<file path="src/rtl/prime_pkg.sv">
// Shared types and defaults for the prime range scanner.
// Holds the FSM state encoding and the default widths.
package prime_pkg;

    localparam int W_DEF          = 8;
    localparam int FIFO_DEPTH_DEF = 4;

    typedef enum logic [2:0] {
        IDLE,
        LOAD,
        TEST,
        PUSH,
        NEXT,
        DRAIN,
        DONE
    } state_t;

endpackage

</file>
<file path="src/rtl/prime_fifo.sv">
// Small synchronous FIFO for found primes.
// Head value and flags come straight from registered state.
module prime_fifo #(
    parameter int W     = 8,
    parameter int DEPTH = 4
) (
    input  logic         clk,
    input  logic         rst_n,
    input  logic         push,
    input  logic [W-1:0] din,
    input  logic         pop,
    output logic [W-1:0] dout,
    output logic         full,
    output logic         empty
);

    localparam int AW = $clog2(DEPTH);

    logic [W-1:0] mem [DEPTH];
    logic [AW:0]  wr_ptr;
    logic [AW:0]  rd_ptr;
    logic         do_pop;
    logic         do_push;

    assign empty = (wr_ptr == rd_ptr);
    assign full  = (wr_ptr[AW] != rd_ptr[AW]) &&
                   (wr_ptr[AW-1:0] == rd_ptr[AW-1:0]);
    assign dout  = mem[rd_ptr[AW-1:0]];

    // a pop frees the slot, so a push may land in the same cycle when full
    assign do_pop  = pop && !empty;
    assign do_push = push && (!full || do_pop);

    // storage and pointer update
    always_ff @(posedge clk or negedge rst_n) begin
        if (!rst_n) begin
            wr_ptr <= '0;
            rd_ptr <= '0;
            for (int i = 0; i < DEPTH; i++) mem[i] <= '0;
        end else begin
            if (do_push) begin
                mem[wr_ptr[AW-1:0]] <= din;
                wr_ptr <= wr_ptr + 1'b1;
            end
            if (do_pop) rd_ptr <= rd_ptr + 1'b1;
        end
    end

endmodule

</file>
<file path="src/rtl/prime_range_scanner.sv">
// Sweeps lo..hi by trial division and streams primes out of a FIFO.
// Optional macro PRIME_SKIP_EVEN_EN: reject evens fast, odd divisors only.
module prime_range_scanner
    import prime_pkg::*;
#(
    parameter int W          = W_DEF,
    parameter int FIFO_DEPTH = FIFO_DEPTH_DEF
) (
    input  logic         clk,
    input  logic         rst_n,
    input  logic         start,
    input  logic [W-1:0] lo,
    input  logic [W-1:0] hi,
    output logic         busy,
    output logic         done,
    output logic [W-1:0] prime_out,
    output logic         prime_valid,
    input  logic         prime_ready,
    output logic [W-1:0] prime_count
);

`ifdef PRIME_SKIP_EVEN_EN
    localparam logic [W-1:0] D0     = W'(3);
    localparam logic [W-1:0] D_STEP = W'(2);
`else
    localparam logic [W-1:0] D0     = W'(2);
    localparam logic [W-1:0] D_STEP = W'(1);
`endif

    state_t         state;
    state_t         nxt;
    logic [W-1:0]   lo_r;
    logic [W-1:0]   hi_r;
    logic [W-1:0]   n;
    logic [W-1:0]   d;
    logic [W-1:0]   cnt;
    logic [2*W-1:0] dd;
    logic [2*W-1:0] nw;
    logic           rem_zero;
    logic           even_rej;
    logic           is_prime;
    logic           is_comp;
    logic           full;
    logic           empty;
    logic           pop;
    logic           push;
    logic           push_ok;

    assign dd       = {{W{1'b0}}, d} * {{W{1'b0}}, d};
    assign nw       = {{W{1'b0}}, n};
    assign rem_zero = ((n % d) == '0);
`ifdef PRIME_SKIP_EVEN_EN
    assign even_rej = !n[0] && (n != W'(2));
`else
    assign even_rej = 1'b0;
`endif

    assign pop     = !empty && prime_ready;
    assign push    = (state == PUSH);
    assign push_ok = !full || pop;

    assign busy        = (state != IDLE) && (state != DONE);
    assign done        = (state == DONE);
    assign prime_valid = !empty;
    assign prime_count = cnt;

    // one trial-division step on the current candidate
    always_comb begin
        is_prime = 1'b0;
        is_comp  = 1'b0;
        if (n < W'(2))      is_comp  = 1'b1;
        else if (even_rej)  is_comp  = 1'b1;
        else if (dd > nw)   is_prime = 1'b1;
        else if (rem_zero)  is_comp  = 1'b1;
    end

    // state register
    always_ff @(posedge clk or negedge rst_n) begin
        if (!rst_n) state <= IDLE;
        else        state <= nxt;
    end

    // next-state decode
    always_comb begin
        nxt = state;
        unique case (state)
            IDLE:  if (start) nxt = LOAD;
            LOAD:  nxt = (lo_r > hi_r) ? DRAIN : TEST;
            TEST: begin
                if (is_prime)     nxt = PUSH;
                else if (is_comp) nxt = NEXT;
            end
            PUSH:  if (push_ok) nxt = NEXT;
            NEXT:  nxt = (n == hi_r) ? DRAIN : TEST;
            DRAIN: if (empty) nxt = DONE;
            DONE:  nxt = IDLE;
            default: nxt = IDLE;
        endcase
    end

    // candidate, divisor, range and count registers
    always_ff @(posedge clk or negedge rst_n) begin
        if (!rst_n) begin
            lo_r <= '0;
            hi_r <= '0;
            n    <= '0;
            d    <= '0;
            cnt  <= '0;
        end else begin
            unique case (state)
                IDLE: if (start) begin
                    lo_r <= lo;
                    hi_r <= hi;
                    cnt  <= '0;
                end
                LOAD: begin
                    n <= lo_r;
                    d <= D0;
                end
                TEST: if (!is_prime && !is_comp) d <= d + D_STEP;
                PUSH: if (push_ok && cnt != {W{1'b1}}) cnt <= cnt + 1'b1;
                NEXT: if (n != hi_r) begin
                    n <= n + 1'b1;
                    d <= D0;
                end
                default: ;
            endcase
        end
    end

    prime_fifo #(.W(W), .DEPTH(FIFO_DEPTH)) u_fifo (
        .clk   (clk),
        .rst_n (rst_n),
        .push  (push),
        .din   (n),
        .pop   (pop),
        .dout  (prime_out),
        .full  (full),
        .empty (empty)
    );

endmodule

</file>
<file path="config.mk">
export PLATFORM = sky130hd
export DESIGN_NAME = prime_range_scanner
export DESIGN_NICKNAME = d
export VERILOG_FILES = /design/src/rtl/prime_pkg.sv /design/src/rtl/prime_fifo.sv /design/src/rtl/prime_range_scanner.sv
export SDC_FILE = /design/constraint.sdc
export NUM_CORES = 1
export LEC_CHECK = 0
export ABC_AREA = 1
export CAP_MARGIN = 20
export CORE_ASPECT_RATIO = 2
export CORE_MARGIN = 5
export CORE_UTILIZATION = 40
export DETAILED_ROUTE_END_ITERATION = 8
export HOLD_SLACK_MARGIN = 0.15
export PLACE_DENSITY = 0.65
export SLEW_MARGIN = 25
export SYNTH_ARGS = -nofsm -noshare
export SYNTH_HDL_FRONTEND = slang
export SYNTH_SLANG_ARGS = --single-unit
</file>
<file path="constraint.sdc">
create_clock -name clk -period 11.4 [get_ports clk]
set_input_delay 2.28 -clock clk [delete_from_list [all_inputs] [get_ports clk]]
set_output_delay 2.28 -clock clk [all_outputs]
set_load 0.01 [all_outputs]
</file>
[Yosys cells after proc, flatten, opt, wreduce, memory -nomap -nowiden]
Cells that the tools add are included.
Widths: inputs -> output; s select.
Storage, ports and cells
  register bits after elaboration: 81
  bits of input ports: 20
  output and inout bits: 19
  word-level logic and storage cells: 99
Cells by class
  $add $sub $neg: 5
  $mul: 1
  divide/modulo/power cells: 1
  order comparisons: 6
  equal/unequal tests: 20
  muxes and demuxes: 27
  bitwise logic cells: 2
  reduce and logical (&&, ||, !) cells: 25
Operators by type and width (number)
  $mux 8: 8
  $bwmux 32: 1
  $pmux 8 s2: 2
  $add 8x1->8 const B: 3
  $pmux 8 s3: 1
  $mux 3: 7
  $pmux 3 s6: 1
  $bmux 8 s2: 1
  $demux 8 s2: 1
  $gt 16x8->1: 1
  $mul 8x8->16: 1
  $ne 2x2->1 const B: 5
  $eq 3x3->1 const B: 3
  $eq 8x8->1: 1
  $gt 8x8->1: 1
  $logic_and 1x1->1: 8
  $logic_not 8->1: 1
  $lt 8x2->1 const B: 1
  $mod 8x8->8: 1
  $ne 8x8->1: 1
  $ne 8x8->1 const B: 1
  $add 3x1->3 const B: 2
  $eq 3x2->1 const B: 2
  $ge 3x3->1 const B: 2
  17 further kinds: 31

[Depth between registers and ports, before layout]
Gate-level depths: netlist of run 1.
  word-level depth: 9
  mapped depth: 81
  depth with buffers taken out: 80

[Cells and area by module]
Synthesis of run 1 repeated with hierarchy kept, for this count alone.
Second synthesis, totals
  cells, all modules: 1167
  area, all modules: 8416.8 um^2
By module, submodules not included
  prime_range_scanner: instances 1, cells an instance 930, area an instance 6436.2 um^2, seq. area each 1076.0 um^2
  prime_fifo: instances 1, cells an instance 237, area an instance 1980.6 um^2, seq. area each 950.9 um^2

[Least setup slack after synthesis of run 1]
OpenSTA, ideal clock, no wires.
  path kind: register to register
  from: reg d[0]
  to: reg d[3]
  library setup time: 0.119 ns
  arrival: 8.812 ns
  required time: 11.281 ns
  setup slack: 2.469 ns
  cell stages (with the launch flop): 68
  buffers on the path: 1
  period minus slack after synthesis: 8.931 ns
  path through: dfrtp_1 > buf_2 > inv_1 > ha_1 > o211ai_1 > nand2_1 > nand2_1 > ha_1 > o21ai_0 > nand2_1 > nand2_2 > nand2_1 > and2_1 > ha_1 > nand2_1 > nand3_1 > nand2_1 > nand2_1 > (+32 left out) > nor2_4 > inv_2 > o21ai_2 > inv_1 > fa_1 > o21ai_0 > nand2_1 > nand2_1 > a21oi_1 > xor2_1 > nand4_1 > nor2_1 > a21oi_1 > nand3_2 > nand2_4 > nand2_8 > nand2_2 > nand2_1
Between the ends
  cells in the longest elaborated chain, start to end: 9
  elaborated cells on any way between the ends: 17
  those cells by class: 1 x add/sub; 1 x mul; 1 x div; 1 x order compare; 1 x eq/ne; 7 x mux; 5 x reduce/logical
RTL lines
  start: declaration: line prime_range_scanner.sv:35  | logic [W-1:0] d;
  start signal: assignment: line prime_range_scanner.sv:120  | TEST: if (!is_prime && !is_comp) d <= d + D_STEP;
  $mod 8x8->8: line prime_range_scanner.sv:51  | assign rem_zero = ((n % d) == '0);
  $logic_not 8->1: line prime_range_scanner.sv:51
  $mux 1: line prime_range_scanner.sv:74  | else if (rem_zero) is_comp = 1'b1;
  $mux 1: line prime_range_scanner.sv:73  | else if (dd > nw) is_prime = 1'b1;
  $mux 1: line prime_range_scanner.sv:71  | if (n < W'(2)) is_comp = 1'b1;
  $logic_not 1->1: line prime_range_scanner.sv:120
  $logic_and 1x1->1: line prime_range_scanner.sv:120
  $ne 2x2->1 (no source line)
  $reduce_and 3->1 (no source line)
Parallel ways exist; a longest one is shown, timed or not. The select of a mux whose other input is x is not followed.
A chain may end at the register's enable or synchronous reset.

[Worst setup path after layout of run 1]
  from: reg d[3]
  to: reg d[6]
Same word-level chain as after synthesis.

==> qor.yml, run 1 <==
critPathTopFamily: "simple AND/OR/NAND/NOR gates"
clock-sinks: 81
ys_ff_latch: 81
cp.required_ps: 11630
fillCellCount: 2042
cp_num_cells: 66
arrival_ps: 10500
track_usage_pct: 19.1
ant_nets: 0
yosysTopAreaCell: "dfrtp_1"
finClkSkew_ps: 7.02
synth_area_mm2: 0.00816
nNetsFinal: 1276
antenna_found_initial: 0
crit_type: "reg -> reg"
yosys-top-cells-area: "dfrtp_1 25%, ha_1 14%, nand2_1 13%"
clock-root-buffer: "clkbuf_16"
fin_area_mm2: 0.00914
clk_latency_ps: 340
multi_input_area_mm2: 0.00542
final_common_cell: "nand2_1"
fp.dieW_um: 111
clock.fmax_mhz: 97.4
tightestPinTransition_ps: 912
ctsResizeCount: 0
place_inst: 1392
drc: 0
async_flop_share_pct: 100
min_path_cells: 1
reg2reg_from: "d[3]"
cpMaxStageDelayCell: "dfrtp_1"
ff2ff_setup_slack_ps: 1130
synth.net_count: 1247
drive_gt1_share_pct: 7.09
vias_per_cell: 5.15
cpMostUsedCell: "nand2_1"
fp.dieArea_mm2: 0.0235
cts.clk_slew.worst_paths_ps: 70
synth_top_area_share_pct: 24.9
path_buf_inv: 7
design.core.area_mm2: 0.0203
maxSlewViolCount: 0
yosysWarningCount: 0
max_slew_margin_pct: 38.9
syn_inst: 1108
dieHeight_um: 212
rsz0062_at_grt: "no"
worstRegToRegCells: 66
cts_hold_buffers: 0
status: "finished, final reports clean"
antenna-diode-count: 0
most-common-layout-cells: "279 x nand2_1, 140 x inv_1, 93 x ha_1, 86 x nor2_1, 81 x dfrtp_1"
grt_pass1_wl_mm: 36.5
crit_path_max_fanout: 14
endpoint_kind: "flip-flop"
hold_class: "reg -> reg"
hp-start: "u_fifo.mem[10]"
min_to: "u_fifo.mem[10]"
synth-edff-count: 0
wl_per_cell_um: 15.2
postCtsSetupRepairBufs: 0
seq_area_mm2: 0.00203
tritoncts: "yes"
drt_wl_total_mm: 21.5
final.min_clock_period_ps: 10270
dpl.hpwl_mm: 17.5
ys.flop_type: "dfrtp_1"
final_cells: 1408
overflow: 0
place_area_mm2: 0.00881
area_delta_synth_final_pct: 12.1
first_pass_iters: 4
h-tree-depth: 3
port-buffer-count: 38
num_rows: 74
setup_viol: 0
drtIter0Drc: 194
clockBufferDepth: 2
yosysSeqAreaShare_pct: 24.9
pin_count: 39
hold_viol: 0
avgSynthCellArea_um2: 7.36
synth_cell_type_count: 52
period_share_pct: 90.1
grt_pass1_vias: 7645
critPathLaunchType: "flip-flop"
grt_max_degree: 54
slowest_delay_ps: 790
r2r-end: "d[6]"
tns_ps: 0
dr_total_vias: 7257
initial_core_util_pct: 40.2
gp_congestion: 0.954
numCtsBuffers: 9
drv_cap: 0
-- sequential cells by signal, summed over array words and instances (netlist names) --
name and cells:
d 8, hi_r 8, lo_r 8, n 8, prime_count 8, state 3, u_fifo.mem 32, u_fifo.rd_ptr 3
u_fifo.wr_ptr 3
-- how the worst max path moves through the flow --
stage / from / to / slack [ps]
2_1_floorplan: d[0] / d[3] / 2470
3_5_place_dp: d[2] / d[6] / 1170
4_1_cts: d[2] / d[6] / 1130
5_1_grt: d[2] / d[6] / 80
6_report: d[3] / d[6] / 1130
3_3_place_gp: d[6] / d[3] / 1240
-- kinds of logic (layout without fill, tap and decap cells) --
family / after synthesis / after routing / share of synthesized area (%)
XOR/XNOR: 47 / 47 / 5.05
adder cells (fa/ha/maj): 119 / 119 / 20.6
AO/OA/AOI/OAI: 172 / 172 / 12.6
buffers and inverters: 183 / 217 / 8.82
AND/OR/NAND/NOR: 506 / 506 / 28.0
flip-flops: 81 / 81 / 24.9
-- area by class of cell --
| type | count | area share [%] |
|---|---|---|
| Multi-Input combinational cell | 844 | 59.3 |
| Sequential cell | 81 | 22.2 |
| Inverter | 157 | 6.50 |
| Timing Repair Buffer | 44 | 4.85 |
| Tap cell | 266 | 3.64 |
| Clock buffer | 9 | 2.46 |
| Clock inverter | 7 | 1.11 |
-- cell usage after synthesis (3+ instances only) --
library cell	number
a22oi_1	4
nor2_4	3
ha_1	93
o211ai_1	4
xor2_1	31
clkbuf_1	13
o21ai_1	3
nand2_1	279
nor3_1	14
a21oi_1	47
inv_2	10
fa_1	26
xnor2_1	16
clkinv_1	5
buf_2	10
o22ai_1	8
a21o_1	4
nand3_2	11
nor2_1	89
or2_2	3
nand3_1	55
nand3b_1	6
o21ai_0	56
o21ai_2	3
nand2_2	12
nand4_1	14
dfrtp_1	81
and2_1	6
inv_1	140
o21a_1	33
-- stage by stage --
stage / util [%] / setup WS [ps] / hold WS (ps)
after detailed placement: 43.4 / 1170 / 474
final: 45.1 / 1130 / 485
after global routing: 45.1 / 80.5 / 507
after global placement: 43.3 / 1240 / 468
after floorplan: - / 2470 / 459
after CTS: 45.1 / 1130 / 489
-- layer usage --
layer | part of all wire (%) | global-route usage [%] | wire length [um]
met1 | 35 | 18.4 | 7620
met2 | 56 | 37.8 | 11900
met3 | 2.0 | 1.37 | 433
met4 | 7.0 | 12.8 | 1500
met5 | 0 | 0 | 0
Power of run 1 is left out: the tool's default activity adds up to more than one toggle a clock period on the data nets, which glitch-free logic cannot reach.
==> run 2, diff against run 1 <==
--- a/config.mk
+++ b/config.mk
@@ -13,6 +13,7 @@
 export DETAILED_ROUTE_END_ITERATION = 8
 export HOLD_SLACK_MARGIN = 0.15
 export PLACE_DENSITY = 0.65
+export RECOVER_POWER = 25
 export SLEW_MARGIN = 25
 export SYNTH_ARGS = -nofsm -noshare
 export SYNTH_HDL_FRONTEND = slang
==> qor.yml, run 2 (synthesis gave the netlist of run 1 again) <==
most-common-layout-cells: "279 x nand2_1, 140 x inv_1, 93 x ha_1, 86 x nor2_1, 81 x dfrtp_1"
endpoint_kind: "flip-flop"
tns_ps: 0
place_inst: 1392
drtIter0Drc: 194
violations: "capacitance limit, slew limit"
fp.dieArea_mm2: 0.0235
num_rows: 74
pin_count: 39
final_cells: 1408
grt_pass1_vias: 7645
initial_core_util_pct: 40.2
rsz0062_at_grt: "no"
clock-sinks: 81
first_pass_iters: 4
arrival_ps: 10500
clock.fmax_mhz: 97.4
fillCellCount: 2048
hold_viol: 0
design.core.area_mm2: 0.0203
grt_pass1_wl_mm: 36.5
critPathLaunchType: "flip-flop"
hold_class: "reg -> reg"
status: "complete, but fails checks"
final_core_util_pct: 44.9
worstRegToRegCells: 66
tightestPinTransition_ps: 2870
final.min_clock_period_ps: 10270
dpl.hpwl_mm: 17.5
max_slew_margin_pct: -91.0
clockBufferDepth: 2
wl_per_cell_um: 15.3
postCtsSetupRepairBufs: 0
clk_latency_ps: 340
maxSlewViolCount: 84
drc: 0
setup_ws_ps: 1130
dieHeight_um: 212
nNetsFinal: 1276
grt_max_degree: 54
cts.clk_slew.worst_paths_ps: 70
crit_type: "reg -> reg"
h-tree-depth: 3
cpMostUsedCell: "nand2_1"
crit_path_max_fanout: 14
gp_congestion: 0.954
overflow: 0
antenna-diode-count: 0
slowest_delay_ps: 790
numCtsBuffers: 9
dr_total_vias: 7240
track_usage_pct: 19.1
area_delta_synth_final_pct: 11.7
ant_nets: 0
finClkSkew_ps: 7.10
fp.dieW_um: 111
min_path_cells: 1
final_common_cell: "nand2_1"
drive_gt1_share_pct: 6.92
drt_wl_total_mm: 21.5
antenna_found_initial: 0
setup_viol: 0
cts_hold_buffers: 0
cpMaxStageDelayCell: "dfrtp_1"
cp.required_ps: 11630
place_ws_ps: 1170
ctsResizeCount: 0
tritoncts: "yes"
drv_cap: 2
period_share_pct: 90.1
port-buffer-count: 38
largest_register: "u_fifo.mem"
largest_reg_flops: 32
clock-root-buffer: "clkbuf_16"
vias_per_cell: 5.14
run 2: cell types whose count changed in the layout (fill, tap and decap cells not counted):
| cell | previous run | this run |
|---|---|---|
| buf_4 | 6 | 5 |
| buf_16 | 1 | 0 |
| clkbuf_1 | 0 | 2 |
run 2: final timing paths:
path / start / to / slack (ps)
worst max-delay path: d[3] / d[6] / 1130
worst min-delay path: u_fifo.mem[10] / u_fifo.mem[10] / 490
worst max register to register: d[3] / d[6] / 1130
worst min register to register: u_fifo.mem[10] / u_fifo.mem[10] / 490
max in group asynchronous: rst_n / n[6] / 5670
min in group asynchronous: rst_n / u_fifo.mem[24] / 2320
run 2: per-layer routing:
layer / track usage [%] / wire length [um] / up-vias
li1: - / - / 3646
met1: 18.4 / 7700 / 3396
met2: 37.8 / 12000 / 129
met3: 1.37 / 397 / 69
met4: 12.8 / 1420 / 0
met5: 0 / 0 / -
run 2: cell type report:
cell class / count / area, um^2 / area share, %
well taps: 266 / 333 / 3.65
clock inverters: 7 / 101 / 1.11
flip-flops and latches: 81 / 2030 / 22.2
inverters: 157 / 594 / 6.52
clock buffers: 9 / 225 / 2.47
multi-input cells: 844 / 5420 / 59.4
repair buffers: 44 / 415 / 4.56
run 2: stage by stage:
step / hold WS [ps] / instance area, um^2
final: 485 / 9110
after global routing: 507 / 9110
after CTS: 489 / 9140
after detailed placement: 474 / 8810
after global placement: 468 / 8780
after floorplan: 459 / 8160
run 2: critical path: cells and delay by family (launching register included):
family / cells / cell delay [ps]
AOI/OAI and AO/OA: 12 / 2070
and+or+nand+nor: 38 / 4030
DFF: 1 / 790
adders and majority gates: 7 / 2160
buffers and inverters: 7 / 750
xor gates and xnor gates: 2 / 340
Power of run 2 is left out for the same reason.
==> run 3, diff against run 2 <==
--- a/config.mk
+++ b/config.mk
@@ -11,8 +11,9 @@
 export CORE_MARGIN = 5
 export CORE_UTILIZATION = 40
 export DETAILED_ROUTE_END_ITERATION = 8
+export DONT_BUFFER_PORTS = 1
 export HOLD_SLACK_MARGIN = 0.15
-export PLACE_DENSITY = 0.65
+export PLACE_DENSITY = 0.62
 export RECOVER_POWER = 25
 export SLEW_MARGIN = 25
 export SYNTH_ARGS = -nofsm -noshare
==> qor.yml, run 3 (synthesis gave the netlist of run 1 again) <==
drive_gt1_share_pct: 6.90
grt_pass1_vias: 7485
endpoint_kind: "flip-flop"
dr_total_vias: 7190
reg2reg_from: "d[3]"
ff2ff_setup_slack_ps: 780
period_share_pct: 93.2
fp.dieW_um: 111
design.core.area_mm2: 0.0203
tns_ps: 0
grt_max_degree: 82
status: "finished, final reports clean"
initial_core_util_pct: 40.2
grtUsageMet2_pct: 39.3
critPathLaunchType: "flip-flop"
max_slew_margin_pct: 37.3
postCtsSetupRepairBufs: 0
antenna_found_initial: 0
ant_nets: 0
cts_hold_buffers: 0
cpMaxStageDelayCell: "dfrtp_1"
maxSlewViolCount: 0
tightestPinTransition_ps: 937
port-buffer-count: 0
grtUsageMet1_pct: 17.9
worstRegToRegCells: 69
wl_per_cell_um: 15.8
seq_area_mm2: 0.00203
num_rows: 74
clock.fmax_mhz: 94.2
fillCellCount: 2068
hold_viol: 0
drtIter0Drc: 287
area_delta_synth_final_pct: 7.19
drv_cap: 0
most-common-layout-cells: "279 x nand2_1, 140 x inv_1, 93 x ha_1, 87 x nor2_1, 81 x dfrtp_1"
setup_viol: 0
critical_path.startpoint: "d[3]"
top_usage_layer: "met2"
min_path_cells: 1
clock-sinks: 81
cts.clk_slew.worst_paths_ps: 60
antenna-diode-count: 0
clockBufferDepth: 2
fp.dieArea_mm2: 0.0235
nNetsFinal: 1236
track_usage_pct: 19.3
vias_per_cell: 5.26
ctsResizeCount: 0
finClkSkew_ps: 7.04
rsz0062_at_grt: "no"
crit_path_max_fanout: 14
first_pass_iters: 5
dpl.hpwl_mm: 17.8
grtUsageMet3_pct: 2.15
largest_reg_flops: 32
cpMostUsedCell: "nand2_1"
slowest_delay_ps: 640
clk_latency_ps: 350
grt_pass1_wl_mm: 36.3
dieHeight_um: 212
arrival_ps: 10860
h-tree-depth: 3
pin_count: 39
numCtsBuffers: 9
drt_wl_total_mm: 21.7
final_common_cell: "nand2_1"
multi_input_area_mm2: 0.00542
tritoncts: "yes"
cp.required_ps: 11640
final.min_clock_period_ps: 10620
drc: 0
gp_congestion: 0.966
crit_type: "reg -> reg"
largest_register: "u_fifo.mem"
clock-root-buffer: "clkbuf_16"
r2r-end: "d[5]"
overflow: 0
hp-start: "u_fifo.mem[13]"
hold_class: "reg -> reg"
min_to: "u_fifo.mem[13]"
[run 3: cell type report]
type / instances / area share [%]
clock buffer: 10 / 2.62
multi-input combinational: 844 / 61.9
sequential: 81 / 23.2
inverter: 157 / 6.80
tap: 266 / 3.81
timing repair buffer: 4 / 0.343
clock inverter: 6 / 1.32
[run 3: critical path, delay by kind of cell, from the launching register on]
kind                     cells  cell delay [ps]
buffers and inverters        9              970
flip-flops                   1              640
adder cells (fa/ha/maj)      7             2240
AND/OR/NAND/NOR             40             4340
XOR/XNOR                     2              320
AO/OA/AOI/OAI               11             1950
[run 3: worst max path at each step]
stage / to / depth (start not counted) / slack [ps]
floorplan: d[3] / 67 / 2470
global placement: d[7] / 69 / 1200
detailed placement: d[5] / 69 / 1050
CTS: d[5] / 69 / 1010
global route: d[3] / 69 / 5
finish: d[5] / 69 / 780
[run 3: stage by stage]
step	hold WS (ps)	utilization, %	setup WS [ps]	cell area, um^2	cells
6_report	486	43.1	780	8740	1368
3_3_place_gp	467	41.4	1200	8390	1352
5_1_grt	503	43.1	4.73	8740	1368
3_5_place_dp	474	41.4	1050	8400	1352
4_1_cts	488	43.1	1010	8740	1368
2_1_floorplan	459	-	2470	8160	1108
[run 3: routing by layer]
metal,up-vias,routed length (um)
met2,150,12400
li1,3568,-
met5,-,0
met1,3412,7560
met3,60,553
met4,0,1190
Power of run 3 is left out for the same reason.
